[src/rtl/rv_alu_arb.sv]
// Round-robin arbiter that shares one external combinational ALU between two
// requesters. Each port returns its result through a one-entry response register.
`ifndef XLEN
`define XLEN 32
`endif

module rv_alu_arb_slot #(
  parameter int XLEN = 32
) (
  input  logic            clk,
  input  logic            rstn,
  input  logic            grant,
  input  logic            rsp_ready,
  input  logic [XLEN-1:0] alu_res,
  input  logic            alu_zero,
  output logic            free,
  output logic            rsp_valid,
  output logic [XLEN-1:0] rsp_res,
  output logic            rsp_zero
);
  logic            valid_q, valid_d;
  logic [XLEN-1:0] res_q, res_d;
  logic            zero_q, zero_d;

  // A full slot that drains this cycle can take a new result at the same edge.
  assign free = !valid_q || rsp_ready;

  always_comb begin
    valid_d = valid_q && !rsp_ready;
    res_d   = res_q;
    zero_d  = zero_q;
    if (grant) begin
      valid_d = 1'b1;
      res_d   = alu_res;
      zero_d  = alu_zero;
    end
  end

  always_ff @(posedge clk or negedge rstn) begin
    if (!rstn) begin
      valid_q <= 1'b0;
      res_q   <= '0;
      zero_q  <= 1'b0;
    end else begin
      valid_q <= valid_d;
      res_q   <= res_d;
      zero_q  <= zero_d;
    end
  end

  assign rsp_valid = valid_q;
  assign rsp_res   = res_q;
  assign rsp_zero  = zero_q;
endmodule

module rv_alu_arb #(
  parameter int XLEN = `XLEN
) (
  input  logic            i_clk,
  input  logic            i_rstn,
  input  logic            i_req0_valid,
  input  logic            i_req1_valid,
  output logic            o_req0_ready,
  output logic            o_req1_ready,
  input  logic [XLEN-1:0] i_req0_a,
  input  logic [XLEN-1:0] i_req1_a,
  input  logic [XLEN-1:0] i_req0_b,
  input  logic [XLEN-1:0] i_req1_b,
  input  logic [3:0]      i_req0_ctrl,
  input  logic [3:0]      i_req1_ctrl,
  output logic            o_rsp0_valid,
  output logic            o_rsp1_valid,
  input  logic            i_rsp0_ready,
  input  logic            i_rsp1_ready,
  output logic [XLEN-1:0] o_rsp0_res,
  output logic [XLEN-1:0] o_rsp1_res,
  output logic            o_rsp0_zero,
  output logic            o_rsp1_zero,
  output logic [XLEN-1:0] o_alu_a,
  output logic [XLEN-1:0] o_alu_b,
  output logic [3:0]      o_alu_ctrl,
  input  logic [XLEN-1:0] i_alu_res,
  input  logic            i_alu_zero
);
  localparam int NP = 2;

  logic [NP-1:0]           req_vld, rsp_rdy, free, elig, gnt;
  logic [NP-1:0]           rsp_vld, rsp_zero;
  logic [NP-1:0][XLEN-1:0] req_a, req_b, rsp_res;
  logic [NP-1:0][3:0]      req_ctrl;
  logic                    prio_q, prio_d;
  logic                    run_q;

  assign req_vld  = {i_req1_valid, i_req0_valid};
  assign rsp_rdy  = {i_rsp1_ready, i_rsp0_ready};
  assign req_a    = {i_req1_a, i_req0_a};
  assign req_b    = {i_req1_b, i_req0_b};
  assign req_ctrl = {i_req1_ctrl, i_req0_ctrl};

  // run_q keeps grants off from reset until the first edge after release.
  always_ff @(posedge i_clk or negedge i_rstn) begin
    if (!i_rstn) begin
      run_q  <= 1'b0;
      prio_q <= 1'b0;
    end else begin
      run_q  <= 1'b1;
      prio_q <= prio_d;
    end
  end

  // Grant depends only on valids, slot state and prio, never on request data.
  always_comb begin
    elig = req_vld & free & {NP{run_q}};
    if (elig == 2'b11) gnt = prio_q ? 2'b10 : 2'b01;
    else               gnt = elig;
    prio_d = prio_q;
    if (gnt[0])      prio_d = 1'b1;
    else if (gnt[1]) prio_d = 1'b0;
  end

  always_comb begin
    o_alu_a    = '0;
    o_alu_b    = '0;
    o_alu_ctrl = '0;
    for (int r = 0; r < NP; r++) begin
      if (gnt[r]) begin
        o_alu_a    = req_a[r];
        o_alu_b    = req_b[r];
        o_alu_ctrl = req_ctrl[r];
      end
    end
  end

  for (genvar r = 0; r < NP; r++) begin : g_slot
    rv_alu_arb_slot #(.XLEN(XLEN)) u_slot (
      .clk       (i_clk),
      .rstn      (i_rstn),
      .grant     (gnt[r]),
      .rsp_ready (rsp_rdy[r]),
      .alu_res   (i_alu_res),
      .alu_zero  (i_alu_zero),
      .free      (free[r]),
      .rsp_valid (rsp_vld[r]),
      .rsp_res   (rsp_res[r]),
      .rsp_zero  (rsp_zero[r])
    );
  end

  assign o_req0_ready = gnt[0];
  assign o_req1_ready = gnt[1];
  assign o_rsp0_valid = rsp_vld[0];
  assign o_rsp1_valid = rsp_vld[1];
  assign o_rsp0_res   = rsp_res[0];
  assign o_rsp1_res   = rsp_res[1];
  assign o_rsp0_zero  = rsp_zero[0];
  assign o_rsp1_zero  = rsp_zero[1];
endmodule

[config.mk]
export PLATFORM = sky130hd
export DESIGN_NAME = rv_alu_arb
export DESIGN_NICKNAME = d
export VERILOG_FILES = /design/src/rtl/rv_alu_arb.sv
export SDC_FILE = /design/constraint.sdc
export NUM_CORES = 1
export LEC_CHECK = 0
export ABC_AREA = 0
export CAP_MARGIN = 10
export CORE_AREA = 2 2 123 125
export CTS_CLUSTER_SIZE = 24
export DETAILED_ROUTE_END_ITERATION = 6
export DIE_AREA = 0 0 125 127
export HOLD_SLACK_MARGIN = 0.02
export PLACE_DENSITY = 0.66
export REMOVE_ABC_BUFFERS = 1
export SYNTH_ARGS = -nofsm -noshare
export SYNTH_HDL_FRONTEND = slang
export SYNTH_HIERARCHICAL = 1
export SYNTH_SLANG_ARGS = --single-unit
export TNS_END_PERCENT = 100
[constraint.sdc]
create_clock -name i_clk -period 2.31 [get_ports i_clk]
set_clock_uncertainty 0.05 [all_clocks]
set_input_delay 0.3465 -clock i_clk [delete_from_list [all_inputs] [get_ports i_clk]]
set_output_delay 0.3465 -clock i_clk [all_outputs]
set_load 0.02 [all_outputs]
# == Word-level counts from Yosys, hierarchy flattened ==
# Index checks and enable logic that the tools add are counted.
# totals
reg_bits,70
word_cells,32
in_bits,175
# op_classes
n_reduce_logical,9
n_bitwise,2
n_mux,12
eq_ne,1
# ops
operator,n
$mux 32,4
$mux 4,2
$and 2x2->2,2
$logic_not 1->1,4
$mux 1,4
$mux 2,2
$eq 2x2->1 const B,1
$logic_and 1x1->1,2
$logic_or 1x1->1,2
$reduce_bool 2->1,1

# == Logic depth before layout (Yosys ltp) ==
# depth
depth_word,8
mapped_depth,7
mapped_depth_nobuf,4

# == Hierarchy ==
# Netlist, hierarchy kept.
# by_module_without_submodules
module,instances,area_each_um2,cells_per_inst
rv_alu_arb_slot,2,1415.1,73
rv_alu_arb,1,778.2,92

# == Least setup slack after synthesis ==
# No wires, ideal clock.
# synth_path
kind,register -> register
start,register g_slot[1].u_slot.valid_q
end,register g_slot[1].u_slot.res_q[0]
n_path_buf,3
t_required_ps,2135
stages_incl_launch_ff,8
setup_slack_ps,315
arrival_ps,1820
setup_ps,125
cell_sequence,dfrtp_1 > nand2b_1 > nand3_1 > a31oi_2 > buf_2 > buf_6 > buf_12 > mux2_4
# synth_via
elab_chain_cells,6
# synth_lines
item,line,text
from (decl),21,"logic valid_q, valid_d;"
from (signal assigned),45,valid_q <= valid_d;
$logic_not 1->1 *,26,assign free = !valid_q || rsp_ready;
$logic_or 1x1->1 *,26,
named net free[1],87,"logic [NP-1:0] req_vld, rsp_rdy, free, elig, gnt;"
$and 2x2->2 * (2 in series),113,elig = req_vld & free & {NP{run_q}};
$eq 2x2->1,114,if (elig == 2'b11) gnt = prio_q ? 2'b10 : 2'b01;
$mux 2 *,114,
named net o_req1_ready,64,"output logic o_req1_ready,"
to (signal assigned),46,res_q <= res_d;
to (decl),22,"logic [XLEN-1:0] res_q, res_d;"
# Mark *: on every way through the listed nets, which the timed path passes. The rest lies on a longest branch.
# A chain may end at the register's enable or synchronous reset.

# == Worst setup path after layout ==
# layout_path
start,register g_slot[1].u_slot.valid_q
end,output port o_alu_a[19]
# layout_via
elab_chain_cells,8
# layout_lines
item,line,text
$logic_not 1->1 *,26,
$logic_or 1x1->1 *,26,
named net free[1],87,
$and 2x2->2 * (2 in series),113,
$eq 2x2->1,114,
$mux 2 *,114,
$mux 32,126,if (gnt[r]) begin
$mux 32 *,126,
to (decl),79,"output logic [XLEN-1:0] o_alu_a,"
# Marked as above.

==> qor.csv <==
stage;metric;value;unit
hold_path;hp-start;g_slot[0].u_slot/rsp_zero$_DFFE_PN0P_;
grt;grt_max_degree;46;
floorplanning;io_pins;313;
floorplanning;die_area;0.0159;mm2
cts;htreeDepth;3;
detailed_routing;wl_per_cell;20.9;um
power_and_ir_drop;p_seq_frac;0.299;
worst_setup_path;crit_type;register to output pin;
timing;setup_violations;2;
floorplanning;die_y;127;um
finish;final_core_util;0.513;
detailed_routing;route.met2.wl;8170;um
cts;cts_tree;done;
floorplanning;die_w;125;um
placement;dp_slack;-0.558;ns
timing;grt_setup_unrepaired;true;
finish;fin_area;0.00739;mm2
detailed_routing;wl_met3;1320;um
power_and_ir_drop;intPower;0.00403;W
cts;clk_root_buffer_cell;clkbuf_16;
detailed_routing;routed.top_layer;met4;
logic_synthesis;netlist_area;0.00361;mm2
power_and_ir_drop;p_leak;3.34;nW
worst_setup_path;start_kind;register;
timing;worstMarginPinSlew;0.595;ns
detailed_routing;drt-initial-drc-count;119;
grt;grt-ovfl-total;0;
finish;drive_gt1_frac;0.349;
logic_synthesis;syn_inst;238;
worst_setup_path;path_delay_family;buffers and inverters;
finish;layout.nets;758;
power_and_ir_drop;comb_power_share;0.457;
worst_setup_path;rr_startpoint;g_slot[1].u_slot/rsp_valid$_DFF_PN0_;
floorplanning;core_area;0.0144;mm2
cts;cts_buffer_depth;2;
logic_synthesis;seq_area_frac_synth;0.485;
logic_synthesis;synthDistinctLibCells;15;
timing;max_slew_margin;0.603;
logic_synthesis;avgSynthCellArea;15.2;um2
timing;hold-worst-slack;0.454;ns
grt;grt_util_all_layers;0.196;
flow_run;cap_violations;0;
finish;n_antenna_cell;0;
power_and_ir_drop;pwr-share-clk;0.244;
worst_setup_path;cp-end-kind;output pin;
detailed_routing;drt_pass1_iterations;5;
detailed_routing;wl_met1;6100;um
finish;syn_to_final_growth;105;%
timing;fmax;0.430;GHz
worst_setup_path;worstPathCellList;nand2b_4 -> buf_6 -> a31oi_4 -> buf_6 -> buf_12 -> buf_16 -> buf_6 -> a22o_4 -> buf_6;
cts;cts_sinks;70;
worst_setup_path;critPathBufInv;6;
cts;clk_latency;0.32;ns
timing;period_needed;2.33;ns
logic_synthesis;synth-seq-cells;70;
power_and_ir_drop;p_sw;0.00184;W
detailed_routing;num_vias;3542;
run_status;violations;negative setup slack;
placement;dp_hpwl;12300;um
detailed_routing;postRouteAntennaNets;0;
cts;cts_buffers;9;
worst_setup_path;ff2ff_setup_slack;0.34;ns
timing;hold_viol;0;
detailed_routing;drcViolationCount;0;
power_and_ir_drop;power.density;793;mW/mm2
worst_setup_path;critPathRequiredTime;1.91;ns
floorplanning;start_util;0.250;
grt;grt_pass1_wl;23600;um
run_status;status;finished, violations left;
detailed_routing;wl;16100;um
placement;portBuffers;312;
grt;grt_pass1_vias;3882;
logic_synthesis;ys_warn_count;6;
floorplanning;rows;44;
worst_setup_path;max_stage_delay;0.41;ns
timing;drv_slew;0;
worst_setup_path;cp_data_arrival_time;1.93;ns
timing;finalSetupTns;-0.0183;ns
finish;final_common_cell;clkdlybuf4s50_1;
hold_path;hold_class;register to register;
worst_setup_path;crit_slowest_cell;dfrtp_1;
timing;post-route-period-util;1.01;
power_and_ir_drop;irDropWorstVdd;0.292;mV
worst_setup_path;crit_start;g_slot[1].u_slot/rsp_valid$_DFF_PN0_;
placement;gp_congestion;0.966;
finish;final_cell_mix;clkdlybuf4s50_1 (237), dfrtp_1 (70), a22o_1 (66), mux2_4 (58), buf_2 (50);
worst_setup_path;cpMostUsedCell;buf_6;
worst_setup_path;cp_max_fo;5;
grt;antenna_found_initial;1;
timing;finalWorstSetupSlack;-0.0164;ns
placement;dpl_cell_area;0.00697;mm2
power_and_ir_drop;p_sw_frac;0.313;
detailed_routing;avgViaCountPerCell;4.59;
cts;path_clk_slew;0.05;ns
## registers in the layout (all words and copies together), names as in the netlist
name and count:
run_q 1, g_slot.u_slot/rsp_valid 2, g_slot.u_slot/rsp_res 64, g_slot.u_slot/rsp_zero 2, prio_q 1
## per-layer routing
metal | GRT usage | vias to the layer above
li1 | - | 1606
met3 | 0.0758 | 33
met4 | 0.0739 | 0
met2 | 0.341 | 184
met1 | 0.219 | 1719
met5 | 0 | -
## metrics by stage
step | total power (W) | cells
3_5_place_dp | 0.00441 | 734
6_report | 0.00586 | 772
3_3_place_gp | 0.00438 | 734
5_1_grt | 0.00614 | 772
4_1_cts | 0.00595 | 769
2_1_floorplan | 0.00300 | 216
## final timing paths
check | cells after the start | end
worst min-delay path | 1 | g_slot[0].u_slot/rsp_zero$_DFFE_PN0P_
max in group asynchronous | 3 | g_slot[1].u_slot/rsp_res[12]$_DFFE_PN0P_
worst max register to register | 10 | g_slot[0].u_slot/rsp_res[24]$_DFFE_PN0P_
worst min register to register | 1 | g_slot[0].u_slot/rsp_zero$_DFFE_PN0P_
worst max-delay path | 9 | o_alu_a[19]
min in group asynchronous | 2 | g_slot[0].u_slot/rsp_res[22]$_DFFE_PN0P_
## cells in the mapped netlist
cell type  instances  area, um2
nand2b_1           4       25.0
conb_1             1       3.75
mux2_2             8       90.1
buf_6              3       33.8
nand3_1            2       10.0
a31oi_2            2       25.0
nand2_1            1       3.75
dfrtp_1           70       1750
a22o_1            68        596
o21ai_0            1       5.00
mux2_4            58        871
inv_2              1       3.75
buf_12             6        120
buf_2             11       55.1
buf_4              2       15.0
## timing repair
action / CTS / global route
resized for setup: 280 / 33
buffers inserted: 12 / 5
hold endpoints to repair: 25 / 0
gates cloned: 6 / 0
setup endpoints to repair: 70 / 54
hold buffers: 1 / 0
pin swaps: 14 / 4
## cell type report
cell class,instances,area (um2)
multi-input cells,145,1700
well taps,184,230
clock buffers,13,280
flip-flops and latches,70,1750
fillers,1298,7030
repair buffers,356,3390
inverters,1,3.75
clock inverters,3,40.0
## worst reg2reg max path: stages (launching register included)
cell      delay, ns
dfrtp_1        0.41
nand2b_4       0.10
buf_6          0.11
a31oi_4        0.09
buf_6          0.14
buf_12         0.13
buf_16         0.13
buf_4          0.13
buf_4          0.13
buf_4          0.15
mux2_4         0.30
## power groups by stage
stage	sequential (W)	combinational, W	clock (W)
after floorplan	0.00215	0.000859	0
after global placement	0.00176	0.00263	0
after detailed placement	0.00176	0.00265	0
after CTS	0.00176	0.00272	0.00148
after global routing	0.00181	0.00279	0.00154
final	0.00176	0.00268	0.00143
## kinds of logic (layout without fill, tap and decap cells)
family | Yosys count | in the layout | share of synthesized area
other cells | 1 | 1 | 0.00104
mux | 66 | 66 | 0.266
simple gates | 7 | 7 | 0.0107
compound gates | 71 | 71 | 0.173
buf+inv | 23 | 373 | 0.0631
flops | 70 | 70 | 0.485
No activity file was read; power rests on OpenSTA's default activity.
